## src/rtl/prach_hb2_pack.sv

```systemverilog
// prach_hb2_pack: pairs consecutive TDM samples per channel into
// (older, newer) I/Q pairs for the prach_hb2 half-band decimator.
//
// Ports:
//   clk, rst_n        - clock, async active-low reset
//   din_dq[1:0][15:0] - input sample, [0]=I, [1]=Q
//   din_dv, din_chn   - input valid strobe and TDM channel index
//   sync_in           - frame alignment pulse, clears all pending halves
//   dout_dp1/dout_dp2 - older/newer sample of the emitted pair
//   dout_dv, dout_chn - pair valid strobe and its channel index
//   sync_out          - sync_in delayed one cycle
//   err_chn           - pulse for a valid sample on an unsupported channel
module prach_hb2_pack #(
    parameter int NUM_CHN = 16
) (
    input  logic             clk,
    input  logic             rst_n,
    input  logic [1:0][15:0] din_dq,
    input  logic             din_dv,
    input  logic [7:0]       din_chn,
    input  logic             sync_in,
    output logic [1:0][15:0] dout_dp1,
    output logic [1:0][15:0] dout_dp2,
    output logic             dout_dv,
    output logic [7:0]       dout_chn,
    output logic             sync_out,
    output logic             err_chn
);

    localparam int IW = (NUM_CHN > 1) ? $clog2(NUM_CHN) : 1;
    localparam logic [8:0] NCH = 9'(NUM_CHN);

    logic [NUM_CHN-1:0] ph;
    logic [NUM_CHN-1:0] ph_eff;
    logic [1:0][15:0]   mem [NUM_CHN];

    logic [IW-1:0] idx;
    logic          in_range;
    logic          hit;
    logic          cur_ph;

    // sync_in clears phases before the same-cycle sample is looked at,
    // so that sample always lands as the first half of its channel.
    always_comb begin
        idx      = din_chn[IW-1:0];
        in_range = ({1'b0, din_chn} < NCH);
        hit      = din_dv & in_range;
        ph_eff   = sync_in ? '0 : ph;
        cur_ph   = in_range ? ph_eff[idx] : 1'b0;
    end

    always_ff @(posedge clk or negedge rst_n) begin
        if (!rst_n) begin
            ph       <= '0;
            dout_dp1 <= '0;
            dout_dp2 <= '0;
            dout_dv  <= 1'b0;
            dout_chn <= '0;
            sync_out <= 1'b0;
            err_chn  <= 1'b0;
        end else begin
            ph <= ph_eff;
            if (hit)
                ph[idx] <= ~cur_ph;
            dout_dv  <= hit & cur_ph;
            if (hit && cur_ph) begin
                dout_dp1 <= mem[idx];
                dout_dp2 <= din_dq;
                dout_chn <= din_chn;
            end
            sync_out <= sync_in;
            err_chn  <= din_dv & ~in_range;
        end
    end

    // Sample store is never read before being written (phase gates it),
    // so it carries no reset.
    always_ff @(posedge clk) begin
        if (hit && !cur_ph)
            mem[idx] <= din_dq;
    end

endmodule

```

## config.mk

```make
export PLATFORM = sky130hd
export DESIGN_NAME = prach_hb2_pack
export DESIGN_NICKNAME = d
export VERILOG_FILES = /design/src/rtl/prach_hb2_pack.sv
export SDC_FILE = /design/constraint.sdc
export NUM_CORES = 1
export LEC_CHECK = 0
export ABC_AREA = 1
export BUFFER_PORTS_ARGS = -buffer_cell sky130_fd_sc_hd__clkbuf_2
export CAP_MARGIN = 15
export CORE_UTILIZATION = 35
export DETAILED_ROUTE_END_ITERATION = 6
export SLEW_MARGIN = 30
export SYNTH_ARGS = -nofsm -noshare
export SYNTH_HDL_FRONTEND = slang
export SYNTH_SLANG_ARGS = --single-unit
```

## constraint.sdc

```tcl
create_clock -name clk -period 2.92 [get_ports clk]
set_input_delay 0.146 -clock clk [delete_from_list [all_inputs] [get_ports clk]]
set_output_delay 0.146 -clock clk [all_outputs]
set_load 0.01 [all_outputs]
```

After elaboration in Yosys (flattened, before gate mapping)
Memories as Yosys holds them, arrays and structs flattened. A register that Yosys moved wholly into a read port is not among the register bits. Cells that the tools add are included.

Bits in registers: 59. Bits in latches: 0. Bits in writable memories: 512. Memory bits (read-only): 0. Input bits: 44. Output and inout bits: 75. Logic and storage cells: 31. Memories kept: 1.

Memory list: mem (depth 16, width 32, rd ports 1, clocked after Yosys merged registers in 1, wr ports 1, RTL line 35) `logic [1:0][15:0] mem [NUM_CHN];`.

$add $sub $neg: 0. Multipliers: 0. Divide/modulo/power cells: 0. Order comparisons: 3. Equality and inequality tests: 0. Shift operators: 0. Multiplexer cells: 10. Bitwise gates (word level): 5. Reductions and logical operators: 5.

Operator list (number): $mux 16 (2); $bwmux 16 (1); $lt 8x5->1 const B (1); $lt 4x5->1 const B (1); $mux 1 (5); $bmux 1 s4 (1); $demux 1 s4 (1); $ge 4x1->1 const B (1); $and 1x1->1 (3); $logic_and 1x1->1 (3); $logic_not 1->1 (2); $not 1->1 (2).

Longest topological paths before layout
Gate-level depths: netlist of the first run.

Word-level depth: 8. Gate-level depth with buffers: 14.

Worst setup path before layout of the first run
No wires, ideal clock.

Path type: input to register. From: input port din_chn[0]. To: memory mem[8][0] (netlist name) (enable). Arrival: 1.942 ns. Data required time: 2.533 ns. Path slack: 0.592 ns. Cell stages on the path: 11. Path buffers: 2. Cell sequence: buf_4 nor2_2 nand2_1 o21ai_1 nor2_1 nor2_1 nor2_4 nand2_2 buf_2 nand3_1 inv_1.

Cells in the longest elaborated chain, start to end: 7. Elaborated cells on any way between the ends: 9. Classes of those cells: order compare: 1; mux: 5; bitwise: 1; reduce/logical: 2.

RTL lines: start: declaration (RTL line 20) `input logic [7:0] din_chn,`; $bmux 1 s4 (RTL line 49) `cur_ph = in_range ? ph_eff[idx] : 1'b0;`; $mux 1 (implied by the code) (RTL line 49); $mux 1 (RTL line 49); $logic_not 1->1 (RTL line 79) `if (hit && !cur_ph)`; $logic_and 1x1->1 (RTL line 79); $mux 1 (RTL line 79); $mux 1 (implied by the code) (RTL line 80) `mem[idx] <= din_dq;`; end: declaration (RTL line 35).

Several ways; a longest one is shown, not always the timed one. The select of a mux whose other input is x is not followed.

Worst setup path in the final report of the first run
From: input port din_chn[4]. To: memory mem[6][29] (netlist name) (enable).

Cells in the longest elaborated chain, start to end: 6. Elaborated cells on any way between the ends: 7. Classes of those cells: order compare: 1; mux: 3; bitwise: 1; reduce/logical: 2.

RTL lines: $lt 8x5->1 * (RTL line 46) `in_range = ({1'b0, din_chn} < NCH);`; $mux 1 (RTL line 49); $logic_not 1->1 (RTL line 79); $logic_and 1x1->1 * (RTL line 79); $mux 1 * (RTL line 79); $mux 1 (implied by the code) * (RTL line 80).

Mark *: on every way between the ends. The rest lies on a longest branch, timed or not.

==> results by group, run 1 <==
Status
  – Status: finished, final reports clean

Drt
  – Routed via count: between 15k and 20k
  – Final WL: 66800 µm
  – Post-route ant nets: 0
  – DRC viols: 0
  – DRT Pass-1 Iters: 5
  – Vias/cell: about 4.7
  – Avg WL per Cell: 18.1 µm
  – DRT iter0 DRCs: 1652

Placement
  – GP Congestion: 0.807
  – IO Port Bufs: 118
  – DPL Wire Length: approximately 36000 µm
  – Placed standard-cell area: 27200 µm²
  – DP Cell Count: between 3k and 4k

Run
  – Max-Cap Viols: 0

Hold path
  – Class of the most critical hold timing path: in2reg
  – HP Start: din_dq[5]
  – Min-Delay Endpoint: mem[8][5]$_DFFE_PP_
  – Hold Path Stages: 1

Critical path
  – Setup slack, reg-to-reg: ~0.7 ns
  – Most common cell on crit path: dlygate4sd3_1
  – Classification of the worst setup path: in2reg
  – CP arrival: around 3.0 ns
  – CP Cell Sequence: dlygate4sd3_1 > clkbuf_2 > nor4_1 > dlygate4sd3_1 > buf_4 > nand2_1 > nor2_1 > nand3_1 > inv_2 > buf_12
  – Worst r2r path cells: 10
  – Capturing point of the worst reg2reg path: mem[4][0]$_DFFE_PP_
  – Worst-path maximum fanout: 16
  – WP data required: around 3.2 ns
  – Critical Path Source Type: input pin
  – Worst path slowest cell: dlygate4sd3_1
  – Crit path capture type: flop
  – CP max stage delay: between 0.5 and 0.6 ns
  – RR Startpoint: ph[6]$_DFF_PN0_

Yosys
  – Post-Syn Area per Cell: just under 10 µm²
  – Synthesized Nets: ~2.6k
  – Synth Instances: 2551
  – Mapped Area: 25300 µm²
  – Post-synthesis sequential area ratio: 0.698
  – Yosys reg bits: 603
  – Ys Warns: 0
  – Distinct cells, synth: 21

Cells and area
  – Post-Layout Cell Count: roughly 3.7k
  – Design area: slightly below 30000 µm²
  – Share of cells above drive strength 1: 0.114
  – Inserted Diodes: 0
  – Area Overhead vs Synth: 16.8%
  – Fin nets: around 2.7k

Floorplanning
  – Die ar.: around 73000 µm²
  – Core Region: between 70000 and 80000 µm²
  – Initial Util: 0.354
  – Chip height: roughly 270 µm
  – Num rows: between 90 and 100
  – Die Width: between 200 and 300 µm
  – I/O pin count: 119

STA
  – Max_slew headroom: 0.350
  – Final period utilization: 0.942
  – Final setup viols: 0
  – Final Hold Vio Count: 0
  – Final setup skew: 0.0216 ns
  – Setup repair after global routing missed its margin: no
  – Pins over their slew limit: 0
  – Setup TNS Final: 0 ns
  – Final min period: between 2 and 3 ns
  – Worst Max-Slew Pin Slew: 0.976 ns
  – Fmax achieved: between 300 and 400 MHz

Global route
  – First-pass GRT wire length: 102000 µm
  – Vias in the first global route: around 16k
  – Initial antenna violation count: 0
  – GR Overflow Total: 0
  – Tot GR Track Use: 0.184
  – Largest net degree at the start of global routing: about 130

CTS
  – Worst-Skew Late Latency: around 0.6 ns
  – Total setup buffers inserted after CTS: 0
  – Worst-path clk slew: ~0.06 ns
  – Clk sinks: between 600 and 700
  – Hold Buf Count CTS: 17
  – CTS tree: done
  – H-tree depth: 3
  – # resized after CTS: 0
  – Max clock buf depth: 3
  – Clock Tree Root: clkbuf_16
  – Inserted Clock Buffers: 67

Power
  – Power Density: 657 nW/µm²
  – Lkg Pwr: between 10 and 15 nW
  – Peak VDD IR: between 0.4 and 0.5 mV
==> through the flow <==
| stage | setup WS [ns] | hold slack (ns) | total power, W | util |
|---|---|---|---|---|
| floorplan | 0.592 | -0.150 | 0.0106 | - |
| global placement | 0.477 | 0.184 | 0.0113 | 0.381 |
| detailed placement | 0.470 | 0.183 | 0.0113 | 0.381 |
| CTS | 0.285 | 0.00133 | 0.0196 | 0.413 |
| global route | 0.00297 | 0.0193 | 0.0201 | 0.413 |
| finish | 0.168 | 0.0163 | 0.0194 | 0.413 |
==> synth_stat cells <==
cell type / n / share of area
nor2_2: 1 / 0.00025
nand2_2: 2 / 0.00049
clkbuf_1: 71 / 0.011
buf_2: 38 / 0.0075
o21ai_0: 1 / 0.00020
nand2_1: 1591 / 0.24
o21ai_1: 3 / 0.00059
inv_1: 90 / 0.013
edfxtp_1: 512 / 0.61
nor4_1: 1 / 0.00025
buf_1: 18 / 0.0027
nor3_1: 1 / 0.00020
inv_2: 10 / 0.0015
nand3_1: 26 / 0.0051
clkinv_1: 1 / 0.00015
nor2_1: 17 / 0.0025
buf_4: 6 / 0.0018
nand3_2: 1 / 0.00040
dfrtp_1: 91 / 0.090
nand4_1: 68 / 0.017
nor2_4: 2 / 0.00089
==> cell type report <==
| class | instances | area, µm² |
|---|---|---|
| clock buffer | 91 | 1880 |
| tap | 950 | 1190 |
| clock inverter | 28 | 251 |
| inverter | 101 | 389 |
| multi-input combinational | 1714 | 6700 |
| timing repair buffer | 197 | 1460 |
| sequential | 603 | 17700 |
| fill | 6886 | 42000 |
==> report_power, final <==
group	internal [W]	switching, W	leakage [nW]	total, W
Clock	0.00487	0.00337	1.05	0.00824
Combinational	0.000446	0.00102	6.23	0.00146
Sequential	0.00956	0.000129	5.81	0.00969
==> layer usage <==
| metal | GRT usage | share of wire | wire, µm |
|---|---|---|---|
| met1 | 0.248 | 0.44 | 29100 |
| met2 | 0.300 | 0.48 | 31700 |
| met5 | 0 | 0 | 0 |
| met3 | 0.0352 | 0.066 | 4400 |
| met4 | 0.0520 | 0.024 | 1600 |
==> logic make-up after synthesis <==
group | share of synthesized area
buf+inv | 0.0375
flops | 0.698
compound gates | 0.000792
simple gates | 0.263
==> state kept, by name, indices dropped and copies added (netlist names) <==
register / flops
ph: 16
sync_out: 1
dout_dv: 1
dout_dp2: 32
dout_chn: 8
mem: 512
err_chn: 1
dout_dp1: 32
==> cell usage in the layout (no fill, tap or decap), types with 17 or more instances in the layout <==
cell           netlist  routed
nand2_1           1591    1591
clkbuf_2             0     114
clkbuf_16            0      69
inv_1               90      73
buf_4                6      48
inv_2               10      25
nand4_1             68      68
nand3_1             26      26
edfxtp_1           512     512
buf_12               0      17
dlygate4sd3_1        0      17
dfrtp_1             91      91
==> worst max-delay path by stage <==
stage / cells past startpoint / slack [ns] / start / to
6_report: 10 / 0.17 / din_chn[4] / mem[6][29]$_DFFE_PP_
5_1_grt: 10 / 0.003 / din_chn[4] / mem[6][30]$_DFFE_PP_
4_1_cts: 10 / 0.29 / din_chn[4] / mem[6][29]$_DFFE_PP_
3_5_place_dp: 13 / 0.47 / sync_in / dout_chn[3]$_DFFE_PN0P_
3_3_place_gp: 12 / 0.48 / sync_in / mem[4][26]$_DFFE_PP_
2_1_floorplan: 11 / 0.59 / din_chn[0] / mem[8][0]$_DFFE_PP_
==> critical path, delay by kind of cell <==
kind | cells | cell delay (ns)
buffers and inverters | 6 | 1.90
and+or+nand+nor | 4 | 0.98
(Power assumes the default switching activity.)
==> run 2: changes to the inputs <==
--- a/config.mk
+++ b/config.mk
@@ -10,6 +10,7 @@
 export CAP_MARGIN = 15
 export CORE_UTILIZATION = 35
 export DETAILED_ROUTE_END_ITERATION = 6
+export RECOVER_POWER = 100
 export SLEW_MARGIN = 30
 export SYNTH_ARGS = -nofsm -noshare
 export SYNTH_HDL_FRONTEND = slang
==> run 2 against run 1 <==
The flow now finishes with violations (max-capacitance violations, max-slew violations). Global-route usage stayed put. First-iteration DRC count is 2.4% higher. Wire length increased by 0.11%. Clock power barely moved. Worst hold slack lost 0.0014 ns. Sequential share of layout area increased by 0.61 points. Non-clock buffer count is the same. Sequential cell count unchanged. Critical path depth unchanged. Clock skew about the same. Via count shrank 0.20%. Critical endpoint is now mem[11][9]$_DFFE_PP_. Largest cell class unchanged.
==> results by group, run 2 (same netlist as run 1, synthesis figures left out) <==
Status
  – Status: finished with violations
  – Failing checks: max-capacitance violations, max-slew violations

CTS
  – H-tree depth: 3
  – Worst-path clk slew: approximately 0.060 ns
  – Inserted Clock Buffers: 67
  – # resized after CTS: 0
  – Clock Tree Root: clkbuf_16
  – Max clock buf depth: 3
  – Clk sinks: 603
  – Worst-Skew Late Latency: around 0.60 ns
  – CTS tree: done

STA
  – Final setup viols: 0
  – Hold WS: 0.0149 ns
  – Worst Max-Slew Pin Slew: between 2 and 3 ns
  – Setup TNS Final: 0 ns
  – Setup repair after global routing missed its margin: no
  – Setup ws final: between 0.15 and 0.2 ns
  – Final setup skew: ~0.021 ns
  – Final min period: 2.75 ns
  – Final period utilization: 0.942
  – Max_slew headroom: -0.750
  – Fmax achieved: about 360 MHz
  – Final Hold Vio Count: 0
  – Pins over their slew limit: 37

Critical path
  – WP data required: approximately 3.2 ns
  – Capturing point of the worst reg2reg path: mem[4][0]$_DFFE_PP_
  – CP Buf/Inv Count: 6
  – Critical Path Source Type: input pin
  – CP max stage delay: just under 0.6 ns
  – Setup slack, reg-to-reg: 0.59 ns
  – CP Cell Sequence: dlygate4sd3_1 > clkbuf_2 > nor4_1 > dlygate4sd3_1 > buf_4 > nand2_1 > nor2_1 > nand3_1 > clkinv_1 > buf_2
  – CP top delay family: buffers and inverters
  – Worst r2r path cells: 10
  – Worst-path maximum fanout: 14
  – Most common cell on crit path: dlygate4sd3_1
  – CP arrival: ~3 ns
  – RR Startpoint: ph[6]$_DFF_PN0_
  – Crit path capture type: flop
  – Worst path slowest cell: dlygate4sd3_1
  – Classification of the worst setup path: in2reg

Global route
  – First-pass GRT wire length: 102000 µm
  – GR Overflow Total: 0
  – Initial antenna violation count: 0
  – Vias in the first global route: roughly 16k
  – Largest net degree at the start of global routing: between 100 and 150
  – Tot GR Track Use: 0.184

Drt
  – Avg WL per Cell: about 18 µm
  – DRC viols: 0
  – Vias/cell: about 4.7
  – Routed via count: 17.3k
  – Final WL: 66900 µm
  – Post-route ant nets: 0
  – DRT Pass-1 Iters: 5
  – DRT iter0 DRCs: between 1.5k and 2k

Cells and area
  – Most frequent cells in the layout: 1591 x nand2_1, 512 x edfxtp_1, 125 x clkbuf_1, 91 x dfrtp_1, 78 x inv_1
  – Fill cell count: 6945
  – Share of cells above drive strength 1: 0.0677
  – Top reg by flops: mem
  – Inserted Diodes: 0
  – Max reg flops: ~510
  – Area Overhead vs Synth: 15.6%
  – Fin util: 0.409
  – Commonest non-fill, non-tap cell in the layout: nand2_1
  – Largest registers: mem: 512 flops, dout_dp1: 32 flops, dout_dp2: 32 flops
  – Fin nets: approximately 2.7k

Floorplanning
  – Die Width: approximately 270 µm
  – Chip height: approximately 270 µm
  – Core Region: 71500 µm²
  – Initial Util: 0.354
  – Num rows: a little under 100
  – Die ar.: 73300 µm²
  – I/O pin count: 119

Power
  – Combinational share of power: 0.073
  – Power Internal: roughly 0.015 W
  – Sequential power share: 0.502
  – Psw: ~0.0045 W
  – Pwr Total: 0.0193 W
  – Lkg Pwr: about 13 nW
  – Sw Share: 0.233
  – Clock share of power: 0.426
  – Power Density: 662 nW/µm²
  – Peak VDD IR: about 0.48 mV

Placement
  – IO Port Bufs: roughly 120
  – DPL Wire Length: approximately 36000 µm
  – GP Congestion: 0.807
  – Dpl ws: 0.470 ns

Hold path
  – Hold Path Stages: 4
  – HP Start: din_chn[0]
  – Class of the most critical hold timing path: in2reg
  – Min-Delay Endpoint: ph[12]$_DFF_PN0_

Run
  – Max-Cap Viols: 1
run 2: changes by cell type in the layout (fill, tap and decap cells not counted), moves of 2 or more:
cell,before,now
clkbuf_4,0,15
nor2_1,15,17
clkinv_1,8,18
nor2_4,4,2
clkbuf_2,114,13
buf_6,0,3
buf_12,17,7
clkbuf_1,15,125
buf_2,0,3
inv_1,73,78
inv_2,25,10
buf_4,48,28
run 2: power groups by stage:
stage,clock network [W],logic (W),registers [W]
floorplan,0,0.000703,0.00995
global placement,0,0.00144,0.00988
detailed placement,0,0.00147,0.00987
CTS,0.00840,0.00149,0.00970
global route,0.00874,0.00159,0.00972
finish,0.00823,0.00140,0.00970
run 2: worst max-delay path by stage:
stage,slack (ns),from,endpoint,cells after the start
final,0.17,din_chn[4],mem[11][9]$_DFFE_PP_,10
after global routing,0.005,din_chn[4],mem[9][3]$_DFFE_PP_,11
after CTS,0.29,din_chn[4],mem[6][29]$_DFFE_PP_,10
after detailed placement,0.47,sync_in,dout_chn[3]$_DFFE_PN0P_,13
after global placement,0.48,sync_in,mem[4][26]$_DFFE_PP_,12
after floorplan,0.59,din_chn[0],mem[8][0]$_DFFE_PP_,11
run 2: metrics by stage:
stage          std cells  cell area, µm²
3_3_place_gp        3548           27200
5_1_grt             3684           29200
6_report            3684           29200
4_1_cts             3684           29500
2_1_floorplan       2551           25300
3_5_place_dp        3548           27200
run 2: repair_timing:
action / CTS / global route
setup buffers: 0 / 0
hold buffers: 17 / 0
endpoints found under the hold margin: 177 / 0
run 2: worst min-delay path, cell delays in order:
cell	delay, ns
clkbuf_8	0.16
nor2_2	0.09
nand3_1	0.10
nand2_1	0.06
run 2: area by class of cell:
cell class | count | area (µm²) | area share
timing repair buffer | 197 | 1170 | 0.0402
tap | 950 | 1190 | 0.0407
multi-input combinational | 1714 | 6680 | 0.229
clock buffer | 91 | 1880 | 0.0643
inverter | 101 | 389 | 0.0133
sequential | 603 | 17700 | 0.604
clock inverter | 28 | 251 | 0.00861
run 2: metal layers:
layer  track usage  vias up  wire, µm
li1              -     8475         -
met1         0.248     8193     29200
met2         0.300      564     31800
met3        0.0352       91      4430
met4        0.0520        0      1450
met5             0        -         0
